===== src/rtl/cpu_pkg.sv =====
// Shared CPU definitions: datapath defaults, architectural register
// names and the slicing helper for flattened multi-port buses.
package cpu_pkg;

    localparam int DATA_W_DEF   = 32;
    localparam int NUM_REGS_DEF = 32;

    localparam int REG_ZERO = 0;
    localparam int REG_RA   = 1;

    // LSB position of field idx in a bus built from w-bit fields.
    function automatic int unsigned field_lsb(
        input int unsigned idx,
        input int unsigned w
    );
        return idx * w;
    endfunction

endpackage


===== src/rtl/busy_scoreboard.sv =====
// Per-register busy tracking for long-latency results: busy vector,
// running busy count, sticky protocol-error flag and per-port stalls.
module busy_scoreboard
    import cpu_pkg::*;
#(
    parameter int  NUM_REGS = NUM_REGS_DEF,
    parameter int  NUM_RD   = 2,
    parameter int  ZERO_REG = 1,
    localparam int AW       = $clog2(NUM_REGS)
) (
    input  logic                 clk,
    input  logic                 reset,
    input  logic [NUM_RD*AW-1:0] rd_addr,
    input  logic                 wb_we,
    input  logic [AW-1:0]        wb_addr,
    input  logic                 mark_en,
    input  logic [AW-1:0]        mark_addr,
    output logic [NUM_RD-1:0]    rd_busy,
    output logic [AW:0]          busy_cnt,
    output logic                 sb_err
);

    localparam bit            ZR       = (ZERO_REG != 0);
    localparam logic [AW-1:0] ZERO_IDX = AW'(REG_ZERO);
    localparam logic [AW:0]   CNT_ONE  = (AW+1)'(1);

    logic [NUM_REGS-1:0] busy_q, busy_d;
    logic [AW:0]         busy_cnt_q, busy_cnt_d;
    logic                sb_err_q, sb_err_d;

    logic          mark_ok;
    logic          clr_ok;
    logic          same;
    logic          inc;
    logic          dec;
    logic [AW-1:0] ra;

    always_comb begin
        mark_ok = mark_en && !(ZR && mark_addr == ZERO_IDX);
        clr_ok  = wb_we && !(ZR && wb_addr == ZERO_IDX);
        same    = mark_ok && clr_ok && (mark_addr == wb_addr);

        // A same-cycle mark overrides the clear: the new producer wins.
        busy_d = busy_q;
        if (clr_ok) busy_d[wb_addr] = 1'b0;
        if (mark_ok) busy_d[mark_addr] = 1'b1;

        inc = mark_ok && !busy_q[mark_addr];
        dec = clr_ok && busy_q[wb_addr] && !same;

        busy_cnt_d = busy_cnt_q;
        if (inc) busy_cnt_d = busy_cnt_d + CNT_ONE;
        if (dec) busy_cnt_d = busy_cnt_d - CNT_ONE;

        sb_err_d = sb_err_q
                 || (mark_ok && busy_q[mark_addr] && !same)
                 || (clr_ok && !busy_q[wb_addr] && !same);
    end

    always_comb begin
        rd_busy = '0;
        ra      = '0;
        for (int i = 0; i < NUM_RD; i++) begin
            ra = rd_addr[field_lsb(i, AW) +: AW];
            rd_busy[i] = busy_q[ra]
                && !(wb_we && wb_addr == ra
                     && !(mark_ok && mark_addr == ra));
            if (ZR && ra == ZERO_IDX) rd_busy[i] = 1'b0;
        end
    end

    always_ff @(posedge clk) begin
        if (reset) begin
            busy_q     <= '0;
            busy_cnt_q <= '0;
            sb_err_q   <= 1'b0;
        end else begin
            busy_q     <= busy_d;
            busy_cnt_q <= busy_cnt_d;
            sb_err_q   <= sb_err_d;
        end
    end

    assign busy_cnt = busy_cnt_q;
    assign sb_err   = sb_err_q;

endmodule


===== src/rtl/regfile_scoreboard.sv =====
// General-purpose register file with two write ports, full write-to-read
// bypass on every read port, and a busy scoreboard for long-latency ops.
module regfile_scoreboard
    import cpu_pkg::*;
#(
    parameter int  DATA_W   = DATA_W_DEF,
    parameter int  NUM_REGS = NUM_REGS_DEF,
    parameter int  NUM_RD   = 2,
    parameter int  ZERO_REG = 1,
    localparam int AW       = $clog2(NUM_REGS)
) (
    input  logic                     clk,
    input  logic                     reset,
    input  logic [NUM_RD*AW-1:0]     rd_addr,
    output logic [NUM_RD*DATA_W-1:0] rd_data,
    output logic [NUM_RD-1:0]        rd_busy,
    input  logic                     wa_we,
    input  logic [AW-1:0]            wa_addr,
    input  logic [DATA_W-1:0]        wa_data,
    input  logic                     wb_we,
    input  logic [AW-1:0]            wb_addr,
    input  logic [DATA_W-1:0]        wb_data,
    input  logic                     mark_en,
    input  logic [AW-1:0]            mark_addr,
    output logic [AW:0]              busy_cnt,
    output logic                     sb_err
);

    localparam bit            ZR       = (ZERO_REG != 0);
    localparam logic [AW-1:0] ZERO_IDX = AW'(REG_ZERO);

    logic [DATA_W-1:0] regs_q [NUM_REGS];
    logic [DATA_W-1:0] regs_d [NUM_REGS];

    logic          wa_ok;
    logic          wb_ok;
    logic [AW-1:0] ra;

    // Port A is applied last so it wins a same-address collision.
    always_comb begin
        wa_ok  = wa_we && !(ZR && wa_addr == ZERO_IDX);
        wb_ok  = wb_we && !(ZR && wb_addr == ZERO_IDX);
        regs_d = regs_q;
        if (wb_ok) regs_d[wb_addr] = wb_data;
        if (wa_ok) regs_d[wa_addr] = wa_data;
    end

    always_ff @(posedge clk) begin
        if (reset) begin
            for (int r = 0; r < NUM_REGS; r++) begin
                regs_q[r] <= '0;
            end
        end else begin
            regs_q <= regs_d;
        end
    end

    always_comb begin
        rd_data = '0;
        ra      = '0;
        for (int i = 0; i < NUM_RD; i++) begin
            ra = rd_addr[field_lsb(i, AW) +: AW];
            if (ZR && ra == ZERO_IDX)
                rd_data[field_lsb(i, DATA_W) +: DATA_W] = '0;
            else if (wa_we && wa_addr == ra)
                rd_data[field_lsb(i, DATA_W) +: DATA_W] = wa_data;
            else if (wb_we && wb_addr == ra)
                rd_data[field_lsb(i, DATA_W) +: DATA_W] = wb_data;
            else
                rd_data[field_lsb(i, DATA_W) +: DATA_W] = regs_q[ra];
        end
    end

    busy_scoreboard #(
        .NUM_REGS (NUM_REGS),
        .NUM_RD   (NUM_RD),
        .ZERO_REG (ZERO_REG)
    ) u_sb (
        .clk       (clk),
        .reset     (reset),
        .rd_addr   (rd_addr),
        .wb_we     (wb_we),
        .wb_addr   (wb_addr),
        .mark_en   (mark_en),
        .mark_addr (mark_addr),
        .rd_busy   (rd_busy),
        .busy_cnt  (busy_cnt),
        .sb_err    (sb_err)
    );

endmodule


===== config.mk =====
export PLATFORM = sky130hd
export DESIGN_NAME = regfile_scoreboard
export DESIGN_NICKNAME = d
export VERILOG_FILES = /design/src/rtl/cpu_pkg.sv /design/src/rtl/busy_scoreboard.sv /design/src/rtl/regfile_scoreboard.sv
export SDC_FILE = /design/constraint.sdc
export NUM_CORES = 2
export LEC_CHECK = 0
export BUFFER_PORTS_ARGS = -buffer_cell sky130_fd_sc_hd__buf_2
export CAP_MARGIN = 20
export CORE_UTILIZATION = 29
export CTS_BUF_LIST = sky130_fd_sc_hd__clkbuf_4 sky130_fd_sc_hd__clkbuf_8 sky130_fd_sc_hd__clkbuf_16
export DETAILED_ROUTE_END_ITERATION = 16
export GPL_TIMING_DRIVEN = 0
export PLACE_DENSITY_LB_ADDON = 0.12
export SYNTH_ARGS = -nofsm -noshare
export SYNTH_HDL_FRONTEND = slang
export SYNTH_SLANG_ARGS = --single-unit

===== constraint.sdc =====
create_clock -name clk -period 5.1 [get_ports clk]
set_clock_uncertainty 0.2 [all_clocks]
set_input_delay 0.765 -clock clk [delete_from_list [all_inputs] [get_ports clk]]
set_output_delay 0.765 -clock clk [all_outputs]
set_load 0.01 [all_outputs]

# Word-level counts from Yosys, hierarchy flattened
# Index checks and enable logic that the tools add are counted.
dict set report classes {
  bitwise 7
  shifts 0
  n_addsub 2
  n_mux 38
  order_cmp 12
  n_eq_ne 7
  n_div 0
  multipliers 0
  n_reduce_logical 43
}
# cell n
set ops {}
lappend ops {{1024-bit bitwise mux} 2}
lappend ops {{1024-bit two-way mux} 2}
lappend ops {{32-bit two-way mux} 14}
lappend ops {{32-bit binary-select mux with 5-bit select} 2}
lappend ops {{32-bit demux with 5-bit select} 2}
lappend ops {{5-bit equality test} 7}
lappend ops {{32-bit AND} 1}
lappend ops {{32-bit inverter} 1}
lappend ops {{32-bit bitwise OR} 1}
lappend ops {{1-bit logical AND} 26}
lappend ops {{5-bit zero test} 5}
lappend ops {{6-bit greater-or-equal comparator (second input constant)} 4}
lappend ops {{5-bit by 6-bit < comparator with 1-bit output (second input constant)} 4}
lappend ops {{5-bit inverter with 6-bit output} 4}
lappend ops {{1-bit binary-select mux with 5-bit select} 4}
lappend ops {{6-bit by 1-bit < comparator with 1-bit output (second input constant)} 2}
lappend ops {{6-bit two-way mux} 2}
lappend ops {{1-bit demux with 5-bit select} 2}
lappend ops {{5-bit by 1-bit greater-or-equal comparator with 1-bit output (second input constant)} 2}
lappend ops {{1-bit zero test} 10}
lappend ops {{1-bit two-way mux} 8}
lappend ops {{6-bit by 1-bit adder with 6-bit output (second input constant)} 1}
lappend ops {{6-bit by 1-bit subtractor with 6-bit output (second input constant)} 1}
lappend ops {{1-bit logical OR} 2}
dict set report word_totals {
  ff_bits 1063
  out_inout_bits 73
  ramBits 0
  latchBits 0
  mem_count 0
  rom_bits 0
}

# Logic depth before layout (Yosys ltp)
dict set report depth {
  ltp_word 9
  mapped_depth 13
  mapped_depth_nobuf 10
}

# Hierarchy
# A second synthesis with hierarchy kept.
dict set report unflattened {
  cells_unflattened 6805
  area_unflattened_um2 65818.1
}
# module area_each_um2 cells_each instances seq_area_each_um2
set by_module_without_submodules {}
lappend by_module_without_submodules {regfile_scoreboard 62478.7 6427 1 20499.7}
lappend by_module_without_submodules {busy_scoreboard 3339.5 378 1 780.7}

# Worst setup path after synthesis
# No wires, ideal clock.
dict set report synth_timing {
  path_type {input -> output}
  startpoint {input port rd_addr[5]}
  endpoint {output port rd_busy[1]}
  path_slack_ns 1.228
  cell_stages 8
  n_path_buf 4
  arrival_ns 2.907
  path_cell_list {clkbuf_1 buf_2 buf_2 buf_2 mux4_2 mux4_2 mux2i_1 nor3_1}
}
dict set report synth_between {
  elab_chain_cells 7
  word_cells_on_any_way 12
}
# element line_no
set synth_rtl {}
lappend synth_rtl {{from (decl)} regfile_scoreboard.sv:14} ;# input logic [NUM_RD*AW-1:0] rd_addr,
lappend synth_rtl {{parallel branches: the longest is 6 deep, another holds 1-bit binary-select mux with 5-bit select} --}
lappend synth_rtl {{1-bit two-way mux (*)} busy_scoreboard.sv:68} ;# if (ZR && ra == ZERO_IDX) rd_busy[i] = 1'b0;
lappend synth_rtl {{to (decl)} regfile_scoreboard.sv:16} ;# output logic [NUM_RD-1:0] rd_busy,
# Mark *: on every way between the ends. The select of a mux whose other input is x is not followed.

# Worst setup path after layout
dict set report layout_timing {
  startpoint {input port rd_addr[6]}
  endpoint {output port rd_data[32]}
}
dict set report layout_between {
  elab_chain_cells 7
  word_cells_on_any_way 12
}
# element line_no
set layout_rtl {}
lappend layout_rtl {{5-bit inverter with 6-bit output (implied by the code)} regfile_scoreboard.sv:70} ;# rd_data[field_lsb(i, DATA_W) +: DATA_W] = regs_q[ra];
lappend layout_rtl {{32-bit binary-select mux with 5-bit select} regfile_scoreboard.sv:70}
lappend layout_rtl {{32-bit two-way mux (implied by the code) (2 in a row)} regfile_scoreboard.sv:70}
lappend layout_rtl {{32-bit two-way mux} regfile_scoreboard.sv:67} ;# else if (wb_we && wb_addr == ra)
lappend layout_rtl {{32-bit two-way mux} regfile_scoreboard.sv:65} ;# else if (wa_we && wa_addr == ra)
lappend layout_rtl {{32-bit two-way mux (*)} regfile_scoreboard.sv:63} ;# if (ZR && ra == ZERO_IDX)
lappend layout_rtl {{to (decl)} regfile_scoreboard.sv:15} ;# output logic [NUM_RD*DATA_W-1:0] rd_data,
# Every way passes the cells marked *; elsewhere a longest branch is shown, timed or not. The select of a mux whose other input is x is not followed.

==> impl_results.md <==
- Run status: complete, but fails checks
- Failing checks: negative setup slack
- Min Hold Slack: 279 ps
- Clock Latency Late Sink: 830 ps
- Antenna-violating nets left: 0
- Worst r2r src: u_sb.busy_q[22]
- Synth Area in Compound Gates: 14.0%
- Max Clock Freq: 190 MHz
- Clk slew on worst S/H paths: 60 ps
- Root Driver: clkbuf_16
- DRC: 0
- Largest family of logic cells by synthesized area: multiplexers
- CTS buffer count: 138
- Vias in the first global route: 58023
- Die Ht: 477 um
- Yosys top cell area share: 32.5%
- Critical Path RT: 4140 ps
- Setup TNS Final: -1490 ps
- Termination of the worst setup path: rd_data[32]
- Sequential Area: 21300 um2
- Nets: 6842
- RD Place Congestion: 1.07
- Asr flop ratio synth: 0%
- Simple-Gate Fraction of Synth Area: 9.84%
- Slew HR: 14.9%
- Unrepaired setup endpoints after global routing: no
- Maximum VDD drop: 0.386 mV
- Initial drt markers: 8171
- Design Power: 22.0 mW
- Vias per cell: 6.13
- CTS resizes: 167
- Pleak: 27.6 nW
- WS Path Type: in -> out
- Number of I/O pins: 167
- Grt total ovfl: 0
- Rows: 174
- Post-synthesis mux area share: 37.5%
- Max-slew violation count: 0
- # H-tree levels: 4
- Placed insts: 9598
- Yosys warns: 0
- Syn Nets: 6582
- Longest Clk Path Bufs: 3
- Syn Inst Count: 6486
- Post-route insts no fill: 9882
- IO Port Bufs: 82
- CTS sink count: 1063
- Die Span X: 477 um
- Synthesized area: 65500 um2
- Crit. End Element: output pin
- Largest area contributor in the netlist: dfxtp_1
- Initial antenna violation count: 72
- Area of the multi-input gates: 40700 um2
- Power Density: 291 nW/um2
- CP Data Arrival Time: 4310 ps
- Synth Flop Type: dfxtp_1
- All-Layer GR Usage: 33.0%
- Synth Area in XOR/XNOR: 0.562%
- DRT Pass-1 Iters: 8
- Max-cap viol count: 0
- Worst hold path class: reg -> reg
- Via count: 60609
- Sequential fraction of the synthesis area: 32.5%
- Final WL: 388000 um
- # fillers: 22994
- Synth Register Bits: 1063
- Fin util: 33.6%
- Synth cell count leaders: 1175 x nor2_1, 1063 x dfxtp_1, 995 x mux2i_1
- Slew @ Worst Pin: 1280 ps
- Unique masters post-synth: 57
- Drt wl/cell: 39.2 um
- EDFF count, synth: 0
- DP HPWL: 314000 um
- Synth-to-Final Area Change: 15.4%
- CP Launch Type: input pin
- Top cells by area, synth: dfxtp_1 32%, mux4_2 22%, mux2i_1 15%
- Worst-path fanout max: 10
- Worst R2R Setup Slack: 1850 ps
- Post-Synth Adder-Cell Area: 0.0382%
- Worst-case reg-to-reg path depth: 10
- Syn avg cell area: 10.1 um2
- Final WS setup: -173 ps
- Hold_buf cts: 0
- Final hold vios: 0
- CTS tree: done
- Share of layout cells above drive strength 1: 18.9%
- Crit path time final: 5270 ps
- Final period utilization: 103%
- Setup violators final: 22
- Most common cell in the netlist: nor2_1
- Die ar.: 228000 um2
- FF-to-FF End: u_sb.busy_cnt[4]
- Floorplan core area: 225000 um2
- Setup crit start: rd_addr[6]
- # Post-CTS Setup Buffers: 0
- Maximum number of pins on one net before global-route repair: 17
- First-pass GRT wire length: 513000 um
- Initial Util: 29.1%
==> flip-flops by register name, indices dropped and copies added, names as in the netlist <==
register / count
regs_q: 1024
u_sb.busy_q: 32
u_sb.busy_cnt: 6
u_sb.sb_err: 1
==> final cells by class <==
cell class | instances | area share (%)
Tap cell | 2992 | 4.95
Multi-Input combinational cell | 4501 | 53.9
Sequential cell | 1063 | 28.2
Inverter | 8 | 0.0397
Buffer | 912 | 5.32
Clock buffer | 201 | 5.51
Antenna cell | 41 | 0.136
Clock inverter | 42 | 0.591
Timing Repair Buffer | 122 | 1.40
==> cell usage in the layout, fill, tap and decap left out, types with 50 or more instances in the layout <==
cell,n
nand3_1,120
buf_1,69
clkbuf_16,139
nor2_1,1159
clkbuf_1,611
buf_2,191
nor2b_1,57
mux2i_1,990
a211oi_1,982
mux4_2,646
a21oi_1,85
nand2_1,154
clkbuf_2,50
a311oi_1,96
dfxtp_1,1063
==> metrics by stage <==
| stage | setup slack (ps) | cell area (um2) |
|---|---|---|
| after CTS | 0.0400 | 75400 |
| after detailed placement | -1450 | 70300 |
| after global placement | -3130 | 69600 |
| after floorplan | 1230 | 65500 |
| final | -173 | 75600 |
| after global routing | 0.369 | 75500 |
==> power by group <==
part | internal, mW | total (mW) | leakage [nW] | switching (mW)
registers | 8.47 | 8.62 | 8.59 | 0.153
logic | 0.869 | 3.04 | 16.7 | 2.17
clock network | 5.90 | 10.3 | 2.32 | 4.43
==> routing by layer <==
| layer | global-route usage, % | vias to the layer above | share of wire (%) |
|---|---|---|---|
| met1 | 43.2 | 31586 | 41 |
| li1 | - | 25051 | - |
| met2 | 49.8 | 3299 | 44 |
| met3 | 8.89 | 657 | 9.6 |
| met4 | 16.1 | 16 | 5.4 |
| met5 | 0.777 | - | 0.092 |
==> worst max-delay path, stage by stage <==
cell and delay, ps:
clkbuf_2 400, clkbuf_8 400, clkbuf_2 360, buf_12 220, mux4_2 430, mux4_2 590, mux2i_1 250, a211oi_1 160
a21oi_2 320, nor2_1 150, buf_2 190
==> how the worst min path moves through the flow <==
stage	startpoint	end	slack [ps]	depth (start not counted)
2_1_floorplan	regs_q[1000]	regs_q[1000]	250	1
3_3_place_gp	regs_q[1023]	regs_q[1023]	260	1
3_5_place_dp	regs_q[1002]	regs_q[1002]	270	1
4_1_cts	mark_en	u_sb.busy_q[31]	250	5
5_1_grt	regs_q[999]	regs_q[999]	290	1
6_report	regs_q[999]	regs_q[999]	280	1
==> cell families (layout without fill, tap and decap cells) <==
kind of cell	after synthesis	after routing
XOR/XNOR	42	42
multiplexers	1644	1644
flip-flops	1063	1063
buffers and inverters	922	1285
other	0	41
adder cells (fa/ha/maj)	2	2
AO/OA/AOI/OAI	1235	1235
AND/OR/NAND/NOR	1578	1578
Power figures use the tool's default switching activity.
